**src/rtl/multicycle_ctrl.sv**
```systemverilog
// Multi-cycle MIPS control unit: sequences FETCH/DECODE/EXEC/MEM/WB, stalls on mem_ready_i,
// traps illegal opcodes and memory timeouts into a sticky ERROR state.
module multicycle_ctrl #(
    parameter int TIMEOUT = 16,
    parameter int ALUOP_W = 3
) (
    input  logic               clk_i,
    input  logic               rst_i,
    input  logic [5:0]         instr_op_i,
    input  logic               mem_ready_i,
    output logic               PCWrite_o,
    output logic               PCWriteCond_o,
    output logic               Branch_ne_o,
    output logic               IorD_o,
    output logic               MemRead_o,
    output logic               MemWrite_o,
    output logic               IRWrite_o,
    output logic [1:0]         MemtoReg_o,
    output logic [1:0]         PCSource_o,
    output logic [ALUOP_W-1:0] ALU_op_o,
    output logic               ALUSrcA_o,
    output logic [1:0]         ALUSrcB_o,
    output logic               RegWrite_o,
    output logic               RegDst_o,
    output logic               err_o,
    output logic [1:0]         err_code_o,
    output logic [3:0]         state_o
);

    // state     | meaning
    // IDLE      | post-reset, one cycle
    // FETCH     | read instruction at PC, PC += 4 on ready
    // DECODE    | branch target precompute, opcode dispatch
    // MEM_ADDR  | effective address for lw/sw
    // MEM_RD    | data read, waits for ready
    // MEM_WB    | load result into rt
    // MEM_WR    | data write, waits for ready
    // EXEC_R    | R-type ALU operation
    // R_WB      | R-type result into rd
    // EXEC_I    | immediate ALU operation
    // I_WB      | immediate result into rt
    // BRANCH    | compare and conditional PC load
    // JUMP      | PC <= jump target
    // ERROR     | sticky trap, left only through rst_i
    typedef enum logic [3:0] {
        S_IDLE     = 4'd0,
        S_FETCH    = 4'd1,
        S_DECODE   = 4'd2,
        S_MEM_ADDR = 4'd3,
        S_MEM_RD   = 4'd4,
        S_MEM_WB   = 4'd5,
        S_MEM_WR   = 4'd6,
        S_EXEC_R   = 4'd7,
        S_R_WB     = 4'd8,
        S_EXEC_I   = 4'd9,
        S_I_WB     = 4'd10,
        S_BRANCH   = 4'd11,
        S_JUMP     = 4'd12,
        S_ERROR    = 4'd13
    } state_t;

    localparam logic [5:0] OP_RTYPE = 6'h00;
    localparam logic [5:0] OP_J     = 6'h02;
    localparam logic [5:0] OP_BEQ   = 6'h04;
    localparam logic [5:0] OP_BNE   = 6'h05;
    localparam logic [5:0] OP_ADDI  = 6'h08;
    localparam logic [5:0] OP_SLTIU = 6'h09;
    localparam logic [5:0] OP_SLTI  = 6'h0A;
    localparam logic [5:0] OP_ORI   = 6'h0D;
    localparam logic [5:0] OP_LUI   = 6'h0F;
    localparam logic [5:0] OP_LW    = 6'h23;
    localparam logic [5:0] OP_SW    = 6'h2B;

    localparam logic [ALUOP_W-1:0] ALU_ADD   = ALUOP_W'(3'b000);
    localparam logic [ALUOP_W-1:0] ALU_BEQ   = ALUOP_W'(3'b001);
    localparam logic [ALUOP_W-1:0] ALU_FUNCT = ALUOP_W'(3'b010);
    localparam logic [ALUOP_W-1:0] ALU_BNE   = ALUOP_W'(3'b011);
    localparam logic [ALUOP_W-1:0] ALU_SLTI  = ALUOP_W'(3'b100);
    localparam logic [ALUOP_W-1:0] ALU_LUI   = ALUOP_W'(3'b101);
    localparam logic [ALUOP_W-1:0] ALU_ORI   = ALUOP_W'(3'b110);
    localparam logic [ALUOP_W-1:0] ALU_SLTIU = ALUOP_W'(3'b111);

    localparam logic [1:0] ERR_ILLEGAL = 2'b01;
    localparam logic [1:0] ERR_TIMEOUT = 2'b10;

    // A zero TIMEOUT still gets a 1-bit counter so the declarations stay legal.
    localparam int              CW    = (TIMEOUT > 0) ? $clog2(TIMEOUT + 1) : 1;
    localparam int              LIM_I = (TIMEOUT > 0) ? TIMEOUT - 1 : 0;
    localparam logic [CW-1:0]   LIMIT = LIM_I[CW-1:0];
    localparam bit              TO_EN = (TIMEOUT > 0);

    state_t               r_state;
    state_t               w_next;
    logic [5:0]           r_op;
    logic [5:0]           w_op;
    logic [CW-1:0]        r_wait_cnt;
    logic                 w_mem_wait;
    logic                 w_timeout;
    logic [1:0]           w_err_code;
    logic                 w_fetch_done;

    logic                 r_err;
    logic [1:0]           r_err_code;
    logic                 r_pc_write;
    logic                 r_pc_write_cond;
    logic                 r_branch_ne;
    logic                 r_iord;
    logic                 r_mem_read;
    logic                 r_mem_write;
    logic [1:0]           r_mem_to_reg;
    logic [1:0]           r_pc_source;
    logic [ALUOP_W-1:0]   r_alu_op;
    logic                 r_alu_src_a;
    logic [1:0]           r_alu_src_b;
    logic                 r_reg_write;
    logic                 r_reg_dst;

    assign w_mem_wait   = (r_state == S_FETCH) || (r_state == S_MEM_RD) || (r_state == S_MEM_WR);
    assign w_timeout    = TO_EN && (r_wait_cnt == LIMIT) && !mem_ready_i;
    assign w_op         = (r_state == S_DECODE) ? instr_op_i : r_op;
    assign w_fetch_done = (r_state == S_FETCH) && mem_ready_i;

    always_comb begin
        w_next     = r_state;
        w_err_code = 2'b00;
        case (r_state)
            S_IDLE:  w_next = S_FETCH;
            S_FETCH: begin
                if (mem_ready_i) begin
                    w_next = S_DECODE;
                end else if (w_timeout) begin
                    w_next     = S_ERROR;
                    w_err_code = ERR_TIMEOUT;
                end
            end
            S_DECODE: begin
                case (instr_op_i)
                    OP_LW, OP_SW:                   w_next = S_MEM_ADDR;
                    OP_RTYPE:                       w_next = S_EXEC_R;
                    OP_BEQ, OP_BNE:                 w_next = S_BRANCH;
                    OP_J:                           w_next = S_JUMP;
                    OP_ADDI, OP_SLTIU, OP_SLTI,
                    OP_ORI, OP_LUI:                 w_next = S_EXEC_I;
                    default: begin
                        w_next     = S_ERROR;
                        w_err_code = ERR_ILLEGAL;
                    end
                endcase
            end
            S_MEM_ADDR: w_next = (r_op == OP_LW) ? S_MEM_RD : S_MEM_WR;
            S_MEM_RD: begin
                if (mem_ready_i) begin
                    w_next = S_MEM_WB;
                end else if (w_timeout) begin
                    w_next     = S_ERROR;
                    w_err_code = ERR_TIMEOUT;
                end
            end
            S_MEM_WB: w_next = S_FETCH;
            S_MEM_WR: begin
                if (mem_ready_i) begin
                    w_next = S_FETCH;
                end else if (w_timeout) begin
                    w_next     = S_ERROR;
                    w_err_code = ERR_TIMEOUT;
                end
            end
            S_EXEC_R: w_next = S_R_WB;
            S_R_WB:   w_next = S_FETCH;
            S_EXEC_I: w_next = S_I_WB;
            S_I_WB:   w_next = S_FETCH;
            S_BRANCH: w_next = S_FETCH;
            S_JUMP:   w_next = S_FETCH;
            S_ERROR:  w_next = S_ERROR;
            default:  w_next = S_IDLE;
        endcase
    end

    // Outputs are decoded from the next state so they are valid from the first cycle of each state.
    always_ff @(posedge clk_i or posedge rst_i) begin
        if (rst_i) begin
            r_state         <= S_IDLE;
            r_op            <= '0;
            r_wait_cnt      <= '0;
            r_err           <= 1'b0;
            r_err_code      <= 2'b00;
            r_pc_write      <= 1'b0;
            r_pc_write_cond <= 1'b0;
            r_branch_ne     <= 1'b0;
            r_iord          <= 1'b0;
            r_mem_read      <= 1'b0;
            r_mem_write     <= 1'b0;
            r_mem_to_reg    <= 2'b00;
            r_pc_source     <= 2'b00;
            r_alu_op        <= '0;
            r_alu_src_a     <= 1'b0;
            r_alu_src_b     <= 2'b00;
            r_reg_write     <= 1'b0;
            r_reg_dst       <= 1'b0;
        end else begin
            r_state <= w_next;
            r_op    <= w_op;

            if (w_next != r_state) begin
                r_wait_cnt <= '0;
            end else if (w_mem_wait && (r_wait_cnt != '1)) begin
                r_wait_cnt <= r_wait_cnt + 1'b1;
            end

            if ((w_next == S_ERROR) && (r_state != S_ERROR)) begin
                r_err      <= 1'b1;
                r_err_code <= w_err_code;
            end

            r_pc_write      <= 1'b0;
            r_pc_write_cond <= 1'b0;
            r_branch_ne     <= 1'b0;
            r_iord          <= 1'b0;
            r_mem_read      <= 1'b0;
            r_mem_write     <= 1'b0;
            r_mem_to_reg    <= 2'b00;
            r_pc_source     <= 2'b00;
            r_alu_op        <= ALU_ADD;
            r_alu_src_a     <= 1'b0;
            r_alu_src_b     <= 2'b00;
            r_reg_write     <= 1'b0;
            r_reg_dst       <= 1'b0;

            case (w_next)
                S_FETCH: begin
                    r_mem_read  <= 1'b1;
                    r_alu_src_b <= 2'b01;
                end
                S_DECODE: r_alu_src_b <= 2'b11;
                S_MEM_ADDR: begin
                    r_alu_src_a <= 1'b1;
                    r_alu_src_b <= 2'b10;
                end
                S_MEM_RD: begin
                    r_mem_read <= 1'b1;
                    r_iord     <= 1'b1;
                end
                S_MEM_WB: begin
                    r_reg_write  <= 1'b1;
                    r_mem_to_reg <= 2'b01;
                end
                S_MEM_WR: begin
                    r_mem_write <= 1'b1;
                    r_iord      <= 1'b1;
                end
                S_EXEC_R: begin
                    r_alu_src_a <= 1'b1;
                    r_alu_op    <= ALU_FUNCT;
                end
                S_R_WB: begin
                    r_reg_write <= 1'b1;
                    r_reg_dst   <= 1'b1;
                end
                S_EXEC_I: begin
                    r_alu_src_a <= 1'b1;
                    r_alu_src_b <= 2'b10;
                    case (w_op)
                        OP_SLTIU: r_alu_op <= ALU_SLTIU;
                        OP_SLTI:  r_alu_op <= ALU_SLTI;
                        OP_ORI:   r_alu_op <= ALU_ORI;
                        OP_LUI:   r_alu_op <= ALU_LUI;
                        default:  r_alu_op <= ALU_ADD;
                    endcase
                end
                S_I_WB: r_reg_write <= 1'b1;
                S_BRANCH: begin
                    r_alu_src_a     <= 1'b1;
                    r_alu_op        <= (w_op == OP_BNE) ? ALU_BNE : ALU_BEQ;
                    r_pc_write_cond <= 1'b1;
                    r_pc_source     <= 2'b01;
                    r_branch_ne     <= (w_op == OP_BNE);
                end
                S_JUMP: begin
                    r_pc_write  <= 1'b1;
                    r_pc_source <= 2'b10;
                end
                default: ;
            endcase
        end
    end

    // FETCH's IR and PC loads follow mem_ready_i combinationally.
    assign PCWrite_o     = r_pc_write | w_fetch_done;
    assign IRWrite_o     = w_fetch_done;
    assign PCWriteCond_o = r_pc_write_cond;
    assign Branch_ne_o   = r_branch_ne;
    assign IorD_o        = r_iord;
    assign MemRead_o     = r_mem_read;
    assign MemWrite_o    = r_mem_write;
    assign MemtoReg_o    = r_mem_to_reg;
    assign PCSource_o    = r_pc_source;
    assign ALU_op_o      = r_alu_op;
    assign ALUSrcA_o     = r_alu_src_a;
    assign ALUSrcB_o     = r_alu_src_b;
    assign RegWrite_o    = r_reg_write;
    assign RegDst_o      = r_reg_dst;
    assign err_o         = r_err;
    assign err_code_o    = r_err_code;
    assign state_o       = r_state;

endmodule

```
**config.mk**
```make
export PLATFORM = sky130hd
export DESIGN_NAME = multicycle_ctrl
export DESIGN_NICKNAME = d
export VERILOG_FILES = /design/src/rtl/multicycle_ctrl.sv
export SDC_FILE = /design/constraint.sdc
export NUM_CORES = 1
export LEC_CHECK = 0
export CAP_MARGIN = 20
export CORE_ASPECT_RATIO = 1.75
export CORE_UTILIZATION = 52
export DETAILED_ROUTE_END_ITERATION = 8
export PLACE_DENSITY = 0.79
export SLEW_MARGIN = 10
export SYNTH_ARGS = -nofsm -noshare
export SYNTH_HDL_FRONTEND = slang
export SYNTH_SLANG_ARGS = --single-unit
```
**constraint.sdc**
```tcl
create_clock -name clk_i -period 2.9 [get_ports clk_i]
set_input_delay 0.435 -clock clk_i [delete_from_list [all_inputs] [get_ports clk_i]]
set_output_delay 0.435 -clock clk_i [all_outputs]
set_load 0.01 [all_outputs]
```
==> results of run 1 <==
## placed cells by master, fill, tap and decap left out, types with 5 or more instances in the layout
master	n
dfrtp_1	34
clkdlybuf4s50_1	33
nand2_1	17
nor2_1	16
a21oi_1	11
buf_4	11
inv_1	10
o21ai_0	10
nor3_1	9
nand2b_1	9
and3_1	7
nor2b_1	6
clkbuf_8	6
or2_2	5
nand3_1	5
## stage by stage
step	util, %	std cells	instance area (um2)	worst slack (ns)
2_1_floorplan	-	204	1910	0.434
3_3_place_gp	67.5	281	2320	0.109
3_5_place_dp	67.5	281	2320	0.0226
4_1_cts	71.7	289	2460	0.154
5_1_grt	71.7	289	2460	0.0601
6_report	71.7	289	2460	0.171
## where the power goes
group,total (uW),switching (uW),internal [uW],leakage (uW)
Combinational,1210,637,573,0.000558
Clock,532,165,366,0.0000714
Sequential,786,164,622,0.000442
Total,2530,966,1560,0.00107
## final cells by class
class	count	area, um2	share of cell area, %
Clock buffer	6	82.6	3.36
Clock inverter	2	60.1	2.44
Inverter	11	41.3	1.68
Multi-Input combinational cell	147	957	38.9
Sequential cell	34	851	34.6
Tap cell	45	56.3	2.29
Timing Repair Buffer	44	413	16.8
## routing by layer
layer | vias to the layer above | track usage (%)
met5 | - | 0
met4 | 0 | 10.3
met3 | 11 | 4.78
met2 | 51 | 48.1
met1 | 834 | 28.2
li1 | 797 | -
## path summary, 6_finish.rpt
kind | depth (start not counted) | start | endpoint
max in group asynchronous | 3 | rst_i | r_wait_cnt[4]
worst max-delay path | 9 | r_wait_cnt[0] | ALU_op_o[2]
worst min-delay path | 1 | err_o | err_o
worst max register to register | 9 | r_wait_cnt[0] | ALU_op_o[2]
worst min register to register | 1 | err_o | err_o
min in group asynchronous | 3 | rst_i | PCSource_o[0]
## critical path: stages (launching register included)
cell and delay, ns:
dfrtp_1 0.42, ha_1 0.22, and3_1 0.21, ha_1 0.23, nor2b_1 0.16, o211ai_1 0.17, a21oi_1 0.10, or3_4 0.38
or3b_4 0.43, a2111oi_2 0.29
## sequential cells by signal, summed over array words and instances, names as in the netlist
| name | count |
|---|---|
| ALUSrcB_o | 2 |
| r_wait_cnt | 5 |
| PCSource_o | 2 |
| state_o | 4 |
| ALU_op_o | 3 |
| MemRead_o | 1 |
| IorD_o | 1 |
| ALUSrcA_o | 1 |
| MemWrite_o | 1 |
| err_o | 1 |
| MemtoReg_o | 1 |
| r_op | 6 |
| RegWrite_o | 1 |
| r_pc_write | 1 |
| err_code_o | 2 |
| Branch_ne_o | 1 |
| RegDst_o | 1 |
## kinds of logic after synthesis
kind of cell / share of synthesized area, %
flip-flops: 44.5
buffers and inverters: 5.43
multiplexers: 2.81
other: 0.196
adder cells (fa/ha/maj): 1.96
AND/OR/NAND/NOR: 27.7
AO/OA/AOI/OAI: 15.1
XOR/XNOR: 2.29
==> flow_metrics.tcl, run 1 <==
set metrics [dict create \
    status "finished clean" \
    yosys.cell_count.top_type "dfrtp_1" \
    wl_met1_mm 1.64 \
    synth_top_area_share_pct 44.5 \
    top_layer "met4" \
    cts_hold_buf 0 \
    required_ns 3.07 \
    h-tree-depth 2 \
    post-cts-setup-buffer-count 0 \
    fin_crit_ns 2.73 \
    peakVddDrop_mv 0.694 \
    worstMarginPinSlew_ns 0.721 \
    wl_met3_um 160 \
    dieArea_um2 3930 \
    tritoncts "done" \
    grt_pass1_wl_mm 7.39 \
    final-hold-violation-count 0 \
    wl_mm 4.58 \
    final_max_slew_viol_count 0 \
    numCtsBuffers 5 \
    nNetsFinal 255 \
    core_um2 3430 \
    hold_class "reg2reg" \
    synth_top_cells_by_count "34 x dfrtp_1, 17 x nand2_1, 16 x nor2_1" \
    fmax_mhz 366 \
    cts_buffer_depth 2 \
    cts_resized 0 \
    leakagePower_uw 0.00107 \
    path_clk_slew_ns 0.07 \
    die_y_um 82.2 \
    clk_latency_ns 0.28 \
    ys_seq_area_share_pct 44.5 \
    syn2layout_area_growth_pct 28.7 \
    synth_top_area_cell "dfrtp_1" \
    syn_area_per_cell_um2 9.37 \
    root_buffer "clkbuf_8" \
    dpl.hpwl_mm 3.47 \
    powerDensity_nw_per_um2 1030 \
    cts.sinks 34 \
    final_antenna_net_count 0 \
    synth_async_sr_flop_share_pct 100 \
    grt_max_degree 35 \
    drc 0 \
    ioPinCount 35 \
    slew_headroom_pct 51.5 \
    syn_nets 216 \
    ys_types 49 \
    antenna_found_initial 0 \
    post-route-period-util_pct 94.1 \
    fill_cells 283 \
    synth-edff-count 0 \
    setup_tns_ns 0 \
    viasPerCell 5.86 \
    ys_top_cells_by_area "dfrtp_1 45%, nand2_1 3.3%, nor2_1 3.1%" \
    vias 1693 \
    finalClockSkew_ns 0.00230 \
    path_class "reg2reg" \
    fin_hold_ws_ns 0.486 \
    synthCells 204 \
    drive_above_1_share_pct 13.9 \
    gp_congestion 0.946 \
    dr.pass1.iters 4 \
    dominantRegCellSynth "dfrtp_1" \
    worstPathArrival_ns 2.90 \
    drt-initial-drc-count 54 \
    num_antenna_cells 0 \
    p_total_uw 2530 \
    grt_overflow 0 \
    fp.dieW_um 47.8 \
    crit_fanout 4 \
    yosysWarnings 0 \
    rsz0062_at_grt "no" \
    start_util_pct 55.7 \
    regToRegSetupSlack_ns 0.17 \
    critPathCaptureType "register" \
    std_cell_rows 28 \
    wl_per_cell_um 15.9 \
    synth_seq_cells 34 \
    grt_pass1_vias 1639 \
    grtUsageTotal_pct 26.4 \
    start_kind "register" \
    synthesis.area_um2 1910 \
    io_buffers 33 \
    setup_viol 0 \
    route.met2.wl_mm 2.68 \
    drv_cap 0 \
]
No activity file was read; power rests on OpenSTA's default activity.
==> inputs of run 2 (changes only) <==
--- a/config.mk
+++ b/config.mk
@@ -10,6 +10,7 @@
 export CORE_UTILIZATION = 52
 export DETAILED_ROUTE_END_ITERATION = 8
 export PLACE_DENSITY = 0.79
+export REMOVE_ABC_BUFFERS = 1
 export SLEW_MARGIN = 10
 export SYNTH_ARGS = -nofsm -noshare
 export SYNTH_HDL_FRONTEND = slang
==> flow_metrics.tcl, run 2 (synthesis gave the netlist of run 1 again) <==
set metrics [dict create \
    start_kind "register" \
    h-tree-depth 2 \
    viasPerCell 5.78 \
    worstSetupStartpoint "r_wait_cnt[0]" \
    fin_ws_ns 0.119 \
    path_clk_slew_ns 0.06 \
    dieArea_um2 3930 \
    wl_mm 4.51 \
    post-place-ws_ns -0.0103 \
    fmax_mhz 360 \
    critPathSlowestCell "or3b_4" \
    grtUsageTotal_pct 25.5 \
    min_path_cells 1 \
    root_buffer "clkbuf_8" \
    ioPinCount 35 \
    post-cts-setup-buffer-count 0 \
    crit_top_cell "ha_1" \
    largest_register_ff_count 6 \
    peakVddDrop_mv 0.719 \
    final_cell_mix "34 x dfrtp_1, 33 x clkdlybuf4s50_1, 17 x nand2_1" \
    core_um2 3430 \
    die_y_um 82.2 \
    std_cell_rows 28 \
    vias 1659 \
    regToRegSetupSlack_ns 0.12 \
    crit_fanout 4 \
    clk_latency_ns 0.28 \
    drc 0 \
    worstMarginPinSlew_ns 0.697 \
    dpl.hpwl_mm 3.46 \
    cts_buffer_depth 2 \
    fin_crit_ns 2.78 \
    drive_above_1_share_pct 13.2 \
    required_ns 3.06 \
    critPathCaptureType "register" \
    largest_register "r_op" \
    min_from "err_code_o[0]" \
    reg2reg_from "r_wait_cnt[0]" \
    dr.pass1.iters 4 \
    post-route-period-util_pct 95.9 \
    wl_per_cell_um 15.7 \
    nNetsFinal 254 \
    slowest_delay_ns 0.43 \
    path_class "reg2reg" \
    fp.dieW_um 47.8 \
    setup_viol 0 \
    antenna_found_initial 0 \
    cts_resized 0 \
    status "finished clean" \
    layout_commonest_cell "dfrtp_1" \
    final_max_slew_viol_count 0 \
    worstPathArrival_ns 2.95 \
    num_antenna_cells 0 \
    grt_pass1_vias 1624 \
    drv_cap 0 \
    cts.sinks 34 \
    rsz0062_at_grt "no" \
    slew_headroom_pct 53.2 \
    fill_cells 284 \
    grt_pass1_wl_mm 7.18 \
    cp_cell_sequence "ha_1 > and3_1 > ha_1 > nor2b_1 > o211ai_1 > a21oi_1 > or3_4 > or3b_4 > a2111oi_2" \
    reg2reg_depth 9 \
    setup_tns_ns 0 \
    start_util_pct 55.7 \
    io_buffers 33 \
    hold_class "reg2reg" \
    finalClockSkew_ns 0.00329 \
    gp_congestion 0.915 \
    leakagePower_uw 0.00105 \
    powerDensity_nw_per_um2 998 \
    numCtsBuffers 5 \
    grt_max_degree 35 \
    cts_hold_buf 0 \
    tritoncts "done" \
    final_util_pct 70.6 \
    grt_overflow 0 \
    syn2layout_area_growth_pct 26.8 \
    final_antenna_net_count 0 \
    drt-initial-drc-count 38 \
    final-hold-violation-count 0 \
]
run 2: cell count changes in the layout (fill, tap and decap cells not counted):
cell	before	now
bufinv_16	2	1
buf_4	11	10
run 2: final cells by class:
type / count / area (um2) / share of cell area [%]
Multi-Input combinational cell: 147 / 957 / 39.5
Inverter: 11 / 41.3 / 1.70
Clock inverter: 1 / 30.0 / 1.24
Sequential cell: 34 / 851 / 35.1
Tap cell: 45 / 56.3 / 2.32
Clock buffer: 6 / 82.6 / 3.41
Timing Repair Buffer: 43 / 405 / 16.7
run 2: critical path, delay by kind of cell (launching register included):
family / cells / cell delay (ns)
AND/OR/NAND/NOR: 4 / 1.19
adder cells (fa/ha/maj): 2 / 0.46
AO/OA/AOI/OAI: 3 / 0.61
flip-flops: 1 / 0.41
run 2: final timing paths:
check	endpoint
worst max-delay path	ALU_op_o[2]
worst min-delay path	err_code_o[0]
worst max register to register	ALU_op_o[2]
worst min register to register	err_code_o[0]
max in group asynchronous	ALUSrcA_o
min in group asynchronous	MemWrite_o
run 2: per-stage QoR:
stage / total power [uW] / instances / hold slack, ns / area (um2)
after global routing: 2580 / 287 / 0.510 / 2420
after detailed placement: 1990 / 280 / 0.474 / 2310
after CTS: 2430 / 287 / 0.489 / 2420
after floorplan: 1510 / 192 / 0.483 / 1850
final: 2420 / 287 / 0.485 / 2420
after global placement: 1930 / 280 / 0.449 / 2310
run 2: metal layers:
| layer | vias up | GRT usage [%] | wire length [um] |
|---|---|---|---|
| met4 | 0 | 13.3 | 162 |
| met3 | 14 | 4.57 | 155 |
| met1 | 801 | 27.6 | 1650 |
| met5 | - | 0 | 0 |
| met2 | 51 | 44.6 | 2540 |
| li1 | 793 | - | - |
run 2: power breakdown:
part           internal, uW  total, uW  switching (uW)
clock                   275        430             155
sequential              623        788             166
combinational           573       1200             628
==> inputs of run 3 (changes only) <==
--- a/config.mk
+++ b/config.mk
@@ -7,9 +7,10 @@
 export LEC_CHECK = 0
 export CAP_MARGIN = 20
 export CORE_ASPECT_RATIO = 1.75
-export CORE_UTILIZATION = 52
+export CORE_UTILIZATION = 47
+export CTS_CLUSTER_SIZE = 10
 export DETAILED_ROUTE_END_ITERATION = 8
-export PLACE_DENSITY = 0.79
+export PLACE_DENSITY = 0.76
 export REMOVE_ABC_BUFFERS = 1
 export SLEW_MARGIN = 10
 export SYNTH_ARGS = -nofsm -noshare
==> constraint.sdc (replaced) <==
create_clock -name clk_i -period 2.24 [get_ports clk_i]
set_input_delay 0.336 -clock clk_i [delete_from_list [all_inputs] [get_ports clk_i]]
set_output_delay 0.336 -clock clk_i [all_outputs]
set_load 0.01 [all_outputs]
==> flow_metrics.tcl, run 3 (synthesis gave the netlist of run 1 again) <==
set metrics [dict create \
    status "finished, violations left" \
    violations "setup timing" \
    drt-initial-drc-count 38 \
    p_comb_share_pct 65.8 \
    multi_input_area_um2 1190 \
    powerDensity_nw_per_um2 1400 \
    dieArea_um2 4340 \
    final_cell_mix "43 x buf_4, 31 x clkdlybuf4s50_1, 30 x dfrtp_1" \
    worstPathArrival_ns 2.73 \
    cts.sinks 34 \
    nNetsFinal 296 \
    tritoncts "done" \
    fmax_mhz 391 \
    final_max_slew_viol_count 0 \
    start_util_pct 49.4 \
    viasPerCell 5.54 \
    start_kind "register" \
    std_cell_rows 30 \
    fin_hold_ws_ns 0.448 \
    drc 0 \
    post-route-period-util_pct 114 \
    final-hold-violation-count 0 \
    core_um2 3870 \
    path_clk_slew_ns 0.07 \
    drv_cap 0 \
    rsz0062_at_grt "yes" \
    ff_latch_area_um2 856 \
    layout_commonest_cell "buf_4" \
    wl_per_cell_um 17.1 \
    syn2layout_area_growth_pct 57.8 \
    hold_class "in2async" \
    placed_area_um2 2590 \
    gp_congestion 0.869 \
    antenna_found_initial 0 \
    required_ns 2.41 \
    fin_ws_ns -0.316 \
    drive_above_1_share_pct 37.9 \
    ioPinCount 35 \
    grtUsageTotal_pct 26.1 \
    fill_cells 248 \
    io_buffers 33 \
    power_frac_seq_pct 23.4 \
    critPathCaptureType "register" \
    num_antenna_cells 0 \
    crit_fanout 3 \
    switching_power_uw 1750 \
    root_buffer "clkbuf_8" \
    swShare_pct 41.5 \
    internal_power_uw 2470 \
    stdcell_area_um2 3020 \
    wl_mm 5.68 \
    h-tree-depth 2 \
    fp.dieW_um 50.2 \
    path_class "reg2reg" \
    leakagePower_uw 0.00132 \
    cts_hold_buf 0 \
    finalClockSkew_ns 0.00494 \
    dpl.hpwl_mm 3.80 \
    clk_latency_ns 0.28 \
    die_y_um 86.4 \
    grt_overflow 0 \
    grt_pass1_vias 1837 \
    numCtsBuffers 5 \
    vias 1845 \
    largest_register_ff_count 6 \
    grt_max_degree 35 \
    fin_crit_ns 2.56 \
    final_antenna_net_count 0 \
    setup_viol 21 \
    grt_pass1_wl_mm 8.35 \
    p_clk_share_pct 10.8 \
    cts_buffer_depth 2 \
    largest_register "r_op" \
    peakVddDrop_mv 1.10 \
    dr.pass1.iters 4 \
]
## run 3: metal layers
| layer | share of wire (%) | up-vias | track usage (%) |
|---|---|---|---|
| li1 | - | 882 | - |
| met3 | 2.6 | 22 | 5.61 |
| met4 | 3.9 | 0 | 15.3 |
| met1 | 35 | 893 | 24.8 |
| met2 | 58 | 48 | 49.0 |
| met5 | 0 | - | 0 |
## run 3: power groups by stage
stage          clock [uW]  sequential (uW)  combinational, uW
6_report              454              986               2770
5_1_grt               491             1000               2970
4_1_cts               460              983               2160
3_5_place_dp            0              982               1890
3_3_place_gp            0              976               1850
2_1_floorplan           0             1030                918
## run 3: path summary, 6_finish.rpt
kind | startpoint | endpoint | slack [ns] | depth (start not counted)
setup reg to reg | r_wait_cnt[0] | ALU_op_o[1] | -0.32 | 9
hold / removal | rst_i | IorD_o | 0.45 | 3
hold reg to reg | err_o | err_o | 0.48 | 1
min in group clk_i | err_o | err_o | 0.48 | 1
setup / recovery | r_wait_cnt[0] | ALU_op_o[1] | -0.32 | 9
max in group asynchronous | rst_i | state_o[3] | 1.47 | 3
## run 3: repair_timing
action | in CTS | in global routing
pin swaps | 10 | 8
endpoints found under the setup margin | 22 | 21
setup buffers | 1 | 8
gates resized for setup | 30 | 33
## run 3: critical path, cell delays in order, from the launching register on
cell	delay [ns]
dfrtp_1	0.40
ha_2	0.19
and3_4	0.19
ha_4	0.15
nor2b_4	0.12
o211ai_1	0.19
a21oi_2	0.09
or3_4	0.35
or3b_4	0.43
o41ai_2	0.32
## run 3: layout make-up
class                           instances  area share, %
Inverter                               11           1.45
Timing Repair Buffer                   85           25.6
Tap cell                               48           1.99
Clock inverter                          1          0.166
Multi-Input combinational cell        147           39.5
Sequential cell                        34           28.4
Clock buffer                            7           2.86
## run 3: per-stage QoR
step / worst slack (ns) / instances / total power [uW] / TNS (ns) / utilization, %
2_1_floorplan: -0.298 / 192 / 1950 / -1.45 / -
3_3_place_gp: -0.479 / 317 / 2830 / -7.03 / 67.1
3_5_place_dp: -0.531 / 317 / 2880 / -7.95 / 67.1
4_1_cts: -0.243 / 325 / 3600 / -1.37 / 73.1
5_1_grt: -0.374 / 333 / 4460 / -5.21 / 78.0
6_report: -0.316 / 333 / 4210 / -3.60 / 78.0
